===== src/rtl/sc_config_pkg.sv =====
// Shared register map and FSM encoding for the scan-converter config master and slave.
package sc_config_pkg;

  localparam logic [3:0] REG_SC_STATUS   = 4'd0;
  localparam logic [3:0] REG_H_CONFIG    = 4'd3;
  localparam logic [3:0] REG_H_CONFIG2   = 4'd4;
  localparam logic [3:0] REG_V_CONFIG    = 4'd5;
  localparam logic [3:0] REG_MISC_CONFIG = 4'd6;
  localparam logic [3:0] REG_SL_CONFIG   = 4'd7;
  localparam logic [3:0] REG_SL_CONFIG2  = 4'd8;

  typedef enum logic [1:0] {
    ST_IDLE,
    ST_POLL,
    ST_WRITE,
    ST_FINISH
  } state_t;

  // Write order of the config set; index 5 is always the last word.
  function automatic logic [3:0] cfg_addr(input logic [2:0] idx);
    case (idx)
      3'd0:    return REG_H_CONFIG;
      3'd1:    return REG_H_CONFIG2;
      3'd2:    return REG_V_CONFIG;
      3'd3:    return REG_MISC_CONFIG;
      3'd4:    return REG_SL_CONFIG;
      default: return REG_SL_CONFIG2;
    endcase
  endfunction

endpackage


===== src/rtl/sc_config_master.sv =====
// Avalon-MM initiator committing six config words as one burst, optionally after polling SC_STATUS.
// Polling is built only when SC_CFG_POLL_EN is defined; otherwise status_o/timeout_o read 0.
module sc_config_master
  import sc_config_pkg::*;
#(
  parameter int TIMEOUT = 65535
) (
  input  logic        clk_i,
  input  logic        rst_i,
  input  logic        start_i,
  input  logic [31:0] cfg_h_i,
  input  logic [31:0] cfg_h2_i,
  input  logic [31:0] cfg_v_i,
  input  logic [31:0] cfg_misc_i,
  input  logic [31:0] cfg_sl_i,
  input  logic [31:0] cfg_sl2_i,
  input  logic [31:0] poll_mask_i,
  output logic        busy_o,
  output logic        done_o,
  output logic        timeout_o,
  output logic [31:0] status_o,
  output logic [3:0]  avalon_m_address,
  output logic [31:0] avalon_m_writedata,
  input  logic [31:0] avalon_m_readdata,
  output logic [3:0]  avalon_m_byteenable,
  output logic        avalon_m_write,
  output logic        avalon_m_read,
  output logic        avalon_m_chipselect,
  input  logic        avalon_m_waitrequest_n
);

  localparam logic [16:0] TIMEOUT_LAST = 17'(TIMEOUT - 1);

  state_t            state, state_nxt;
  logic [5:0][31:0]  shadow;
  logic [2:0]        idx;
  logic [31:0]       wdata;
  logic              accept;

  assign accept = avalon_m_waitrequest_n;

  always_comb begin
    case (idx)
      3'd0:    wdata = shadow[0];
      3'd1:    wdata = shadow[1];
      3'd2:    wdata = shadow[2];
      3'd3:    wdata = shadow[3];
      3'd4:    wdata = shadow[4];
      default: wdata = shadow[5];
    endcase
  end

`ifdef SC_CFG_POLL_EN
  logic [31:0] mask;
  logic [16:0] poll_cnt;
  logic        poll_hit;

  assign poll_hit = accept && ((avalon_m_readdata & mask) != '0);
`else
  logic unused_ok;
  assign unused_ok = ^{poll_mask_i, avalon_m_readdata, TIMEOUT_LAST};
`endif

  always_ff @(posedge clk_i or posedge rst_i) begin
    if (rst_i) begin
      state <= ST_IDLE;
    end else begin
      state <= state_nxt;
    end
  end

  always_comb begin
    state_nxt           = state;
    busy_o              = 1'b0;
    done_o              = 1'b0;
    avalon_m_address    = '0;
    avalon_m_writedata  = '0;
    avalon_m_byteenable = '0;
    avalon_m_write      = 1'b0;
    avalon_m_read       = 1'b0;
    avalon_m_chipselect = 1'b0;
    case (state)
      ST_IDLE: begin
        if (start_i) begin
`ifdef SC_CFG_POLL_EN
          state_nxt = (poll_mask_i != '0) ? ST_POLL : ST_WRITE;
`else
          state_nxt = ST_WRITE;
`endif
        end
      end
`ifdef SC_CFG_POLL_EN
      ST_POLL: begin
        busy_o              = 1'b1;
        avalon_m_address    = REG_SC_STATUS;
        avalon_m_byteenable = 4'hF;
        avalon_m_read       = 1'b1;
        avalon_m_chipselect = 1'b1;
        // A hit on the final counted cycle still wins over the timeout.
        if (poll_hit) begin
          state_nxt = ST_WRITE;
        end else if (poll_cnt == TIMEOUT_LAST) begin
          state_nxt = ST_FINISH;
        end
      end
`endif
      ST_WRITE: begin
        busy_o              = 1'b1;
        avalon_m_address    = cfg_addr(idx);
        avalon_m_writedata  = wdata;
        avalon_m_byteenable = 4'hF;
        avalon_m_write      = 1'b1;
        avalon_m_chipselect = 1'b1;
        if (accept && cfg_addr(idx) == REG_SL_CONFIG2) begin
          state_nxt = ST_FINISH;
        end
      end
      ST_FINISH: begin
        done_o    = 1'b1;
        state_nxt = ST_IDLE;
      end
      default: begin
        state_nxt = ST_IDLE;
      end
    endcase
  end

  always_ff @(posedge clk_i or posedge rst_i) begin
    if (rst_i) begin
      shadow <= '0;
      idx    <= '0;
    end else if (state == ST_IDLE && start_i) begin
      shadow <= {cfg_sl2_i, cfg_sl_i, cfg_misc_i, cfg_v_i, cfg_h2_i, cfg_h_i};
      idx    <= '0;
    end else if (state == ST_WRITE && accept) begin
      idx <= idx + 3'd1;
    end
  end

`ifdef SC_CFG_POLL_EN
  always_ff @(posedge clk_i or posedge rst_i) begin
    if (rst_i) begin
      mask      <= '0;
      poll_cnt  <= '0;
      status_o  <= '0;
      timeout_o <= 1'b0;
    end else if (state == ST_IDLE && start_i) begin
      mask      <= poll_mask_i;
      poll_cnt  <= '0;
      timeout_o <= 1'b0;
    end else if (state == ST_POLL) begin
      poll_cnt <= poll_cnt + 17'd1;
      if (accept) begin
        status_o <= avalon_m_readdata;
      end
      if (state_nxt == ST_FINISH) begin
        timeout_o <= 1'b1;
      end
    end
  end
`else
  assign status_o  = '0;
  assign timeout_o = 1'b0;
`endif

endmodule

===== config.mk =====
export PLATFORM = sky130hd
export DESIGN_NAME = sc_config_master
export DESIGN_NICKNAME = d
export VERILOG_FILES = /design/src/rtl/sc_config_pkg.sv /design/src/rtl/sc_config_master.sv
export SDC_FILE = /design/constraint.sdc
export NUM_CORES = 1
export LEC_CHECK = 0
export ABC_AREA = 1
export CAP_MARGIN = 20
export CORE_MARGIN = 3
export CORE_UTILIZATION = 42
export CTS_BUF_LIST = sky130_fd_sc_hd__clkbuf_16
export DETAILED_ROUTE_END_ITERATION = 16
export GPL_ROUTABILITY_DRIVEN = 0
export PLACE_DENSITY = 0.82
export SYNTH_ARGS = -nofsm -noshare
export SYNTH_HDL_FRONTEND = slang
export SYNTH_SLANG_ARGS = --single-unit

===== constraint.sdc =====
create_clock -name clk_i -period 5.6 [get_ports clk_i]
set_clock_uncertainty 0.05 [all_clocks]
set_input_delay 0.56 -clock clk_i [delete_from_list [all_inputs] [get_ports clk_i]]
set_output_delay 0.56 -clock clk_i [all_outputs]
set_load 0.02 [all_outputs]

==> results.json <==
{
  "synthCells": 1347,
  "end_kind": "output pin",
  "grt-ovfl-total": 0,
  "ys_top_cells_by_area": "dfrtp_1 (50%), nand2_1 (31%), nand3_1 (3.6%)",
  "drt_wl_total_microns": 29500,
  "ioPinCount": 338,
  "synth_ff_type": "dfrtp_1",
  "portBuffers": 239,
  "fin_crit_ns": 4.56,
  "place_hpwl_microns": 19500,
  "status": "finished, final reports clean",
  "synth_area_sq_mm": 0.00980,
  "cts_buffer_depth": 2,
  "period_share": 0.815,
  "drc": 0,
  "cts_made_buffers": 17,
  "top_layer_used": "met5",
  "clk_pin_slew_worst_paths_ns": 0.07,
  "grt_max_degree": 198,
  "fin_tns_setup_ns": 0,
  "final-seq-area_sq_mm": 0.00493,
  "wl_met2_microns": 13200,
  "wl_met3_microns": 1890,
  "reg2regPathDepth": 6,
  "crit_arrival_ns": 3.95,
  "critPathKind": "register to output pin",
  "setup_viol": 0,
  "grt_pass1_vias": 8559,
  "netlist.area_leader.share": 0.503,
  "nets": 1801,
  "async_reset_ff_frac": 1.00,
  "rows": 55,
  "area_growth_syn_to_layout_pct": 30.3,
  "cts_hold_buffers": 0,
  "power_density_mw_per_mm2": 587,
  "rsz0062_at_grt": "no",
  "min_path_cells": 2,
  "crit_required_ns": 4.99,
  "drive_gt1_frac": 0.0323,
  "cp_max_fo": 37,
  "ys_warn_count": 0,
  "clock_sinks": 197,
  "start_util": 0.430,
  "worst_path_largest_cell_delay_ns": 0.89,
  "drv_cap": 0,
  "die_area_sq_mm": 0.0252,
  "hold_start": "shadow[167]$_DFFE_PP0P_",
  "r2r_slack_ns": 2.64,
  "core_area_sq_mm": 0.0228,
  "hold_end": "shadow[167]$_DFFE_PP0P_",
  "drt-wirelength-per-cell_microns": 15.9,
  "min_path_type": "register to register",
  "synth_cell_types": 23,
  "fin_hold_ws_ns": 0.426,
  "die_h_microns": 159,
  "die_w_microns": 159,
  "yosys_register_bits": 197,
  "grt_pass1_wl_microns": 47100,
  "r2r-end": "shadow[22]$_DFFE_PP0P_",
  "slew-limit-headroom": 0.104,
  "ir_drop_uv": 256,
  "final_max_slew_viol_count": 0,
  "drt-met1-wl_microns": 13700,
  "fill_cells": 2078,
  "ctsResizeCount": 0,
  "htree_levels": 4,
  "ant_nets": 0,
  "max_freq_mhz": 219,
  "avgSynthCellArea_sq_um": 7.27,
  "cts_tree": "yes",
  "antenna_found_initial": 3,
  "drt-pass1-iter-count": 6,
  "cp-start-kind": "register",
  "yosysTopAreaCell": "dfrtp_1",
  "root_buffer": "clkbuf_16",
  "cp_common_cell": "nand2_1",
  "critPathLaunch": "idx[2]$_DFFE_PP0P_",
  "postCtsSetupRepairBufs": 0,
  "tightest_slew_ns": 1.34,
  "synth_seq_area_share": 0.503,
  "first_iter_violations": 941,
  "grt_usage": 0.233,
  "hold_viol": 0,
  "path_cells": "inv_2 > ha_1 > buf_4 > nand2_1 > nand2_1 > inv_1 > nand2_1 > nor2_1 > nor2_1 > clkdlybuf4s50_1",
  "power.total_w": 0.00749,
  "p_leak_nw": 6.68,
  "multiInputGateArea_sq_mm": 0.00418,
  "cp_slowest_cell": "ha_1",
  "r2r_start": "state[0]$_DFFE_PP0P_",
  "synth_edf_count": 0,
  "avgViaCountPerCell": 4.77,
  "clkLatencyLatePin_ns": 0.43,
  "vias": 8899
}
-- metrics by stage --
stage	setup WS [ns]	std cells	instance area, sq um	utilization
6_report	1.04	1864	12800	0.560
5_1_grt	0.774	1864	12800	0.560
4_1_cts	0.740	1860	12700	0.558
3_5_place_dp	1.22	1828	12200	0.533
3_3_place_gp	1.25	1828	12200	0.533
2_1_floorplan	2.44	1380	9920	-
-- Yosys cell counts (2+ instances only) --
library cell,number
o21ai_0,2
nand2_1,801
nor2_1,71
buf_4,42
nand3_1,70
buf_2,53
inv_1,44
a21oi_1,3
ha_1,5
nand3b_1,32
buf_1,2
clkbuf_1,13
dfrtp_1,197
buf_6,3
-- worst max-delay path, delay by kind of cell (launching register included) --
kind,cells,cell delay (ns)
buf+inv,4,1.64
simple gates,5,0.42
flops,1,0.55
fa+ha+maj,1,0.89
-- placed cells by master, fill, tap and decap left out, types with 3 or more instances in the layout --
cell | synthesis | routed
nor2_1 | 71 | 70
nand3b_1 | 32 | 32
nand2_1 | 801 | 800
nand3_1 | 70 | 70
inv_6 | 0 | 7
clkdlybuf4s50_1 | 0 | 239
nor2_4 | 1 | 3
dfrtp_1 | 197 | 197
conb_1 | 1 | 34
ha_1 | 5 | 5
inv_1 | 44 | 42
clkbuf_16 | 0 | 17
buf_4 | 42 | 8
a21oi_1 | 3 | 3
clkinv_1 | 0 | 4
-- worst max path at each step --
stage | end | slack, ns
2_1_floorplan | idx[0]$_DFFE_PP0P_ | 2.44
3_3_place_gp | avalon_m_writedata[16] | 1.25
3_5_place_dp | avalon_m_writedata[26] | 1.22
4_1_cts | avalon_m_writedata[26] | 0.74
5_1_grt | avalon_m_writedata[8] | 0.77
6_report | avalon_m_writedata[16] | 1.04
-- power breakdown --
part	switching [W]	internal [W]	total (W)
Sequential	0.000353	0.00206	0.00242
Combinational	0.00241	0.00149	0.00389
Clock	0.000567	0.000619	0.00119
Total	0.00333	0.00417	0.00749
-- cells by family after synthesis --
group	synth area share
simple gates	0.399
flops	0.503
buf+inv	0.0857
compound gates	0.00575
fa+ha+maj	0.00639
other cells	0.000383
-- flip-flops by register name, summed over array words and instances (netlist names) --
register / count
shadow: 192
idx: 3
state: 2
-- layout make-up --
cell class,instances,share of cell area
inverter,45,0.0139
timing repair buffer,250,0.198
multi-input combinational,1025,0.327
clock buffer,17,0.0333
tap,313,0.0307
clock inverter,15,0.0100
sequential,197,0.386
antenna,2,0.000392
-- per-layer routing --
metal / up-vias / track usage
met4: 2 / 0.0852
met1: 4119 / 0.340
met3: 47 / 0.0428
met5: - / 0
li1: 4385 / -
met2: 346 / 0.348
Power figures use the tool's default switching activity.
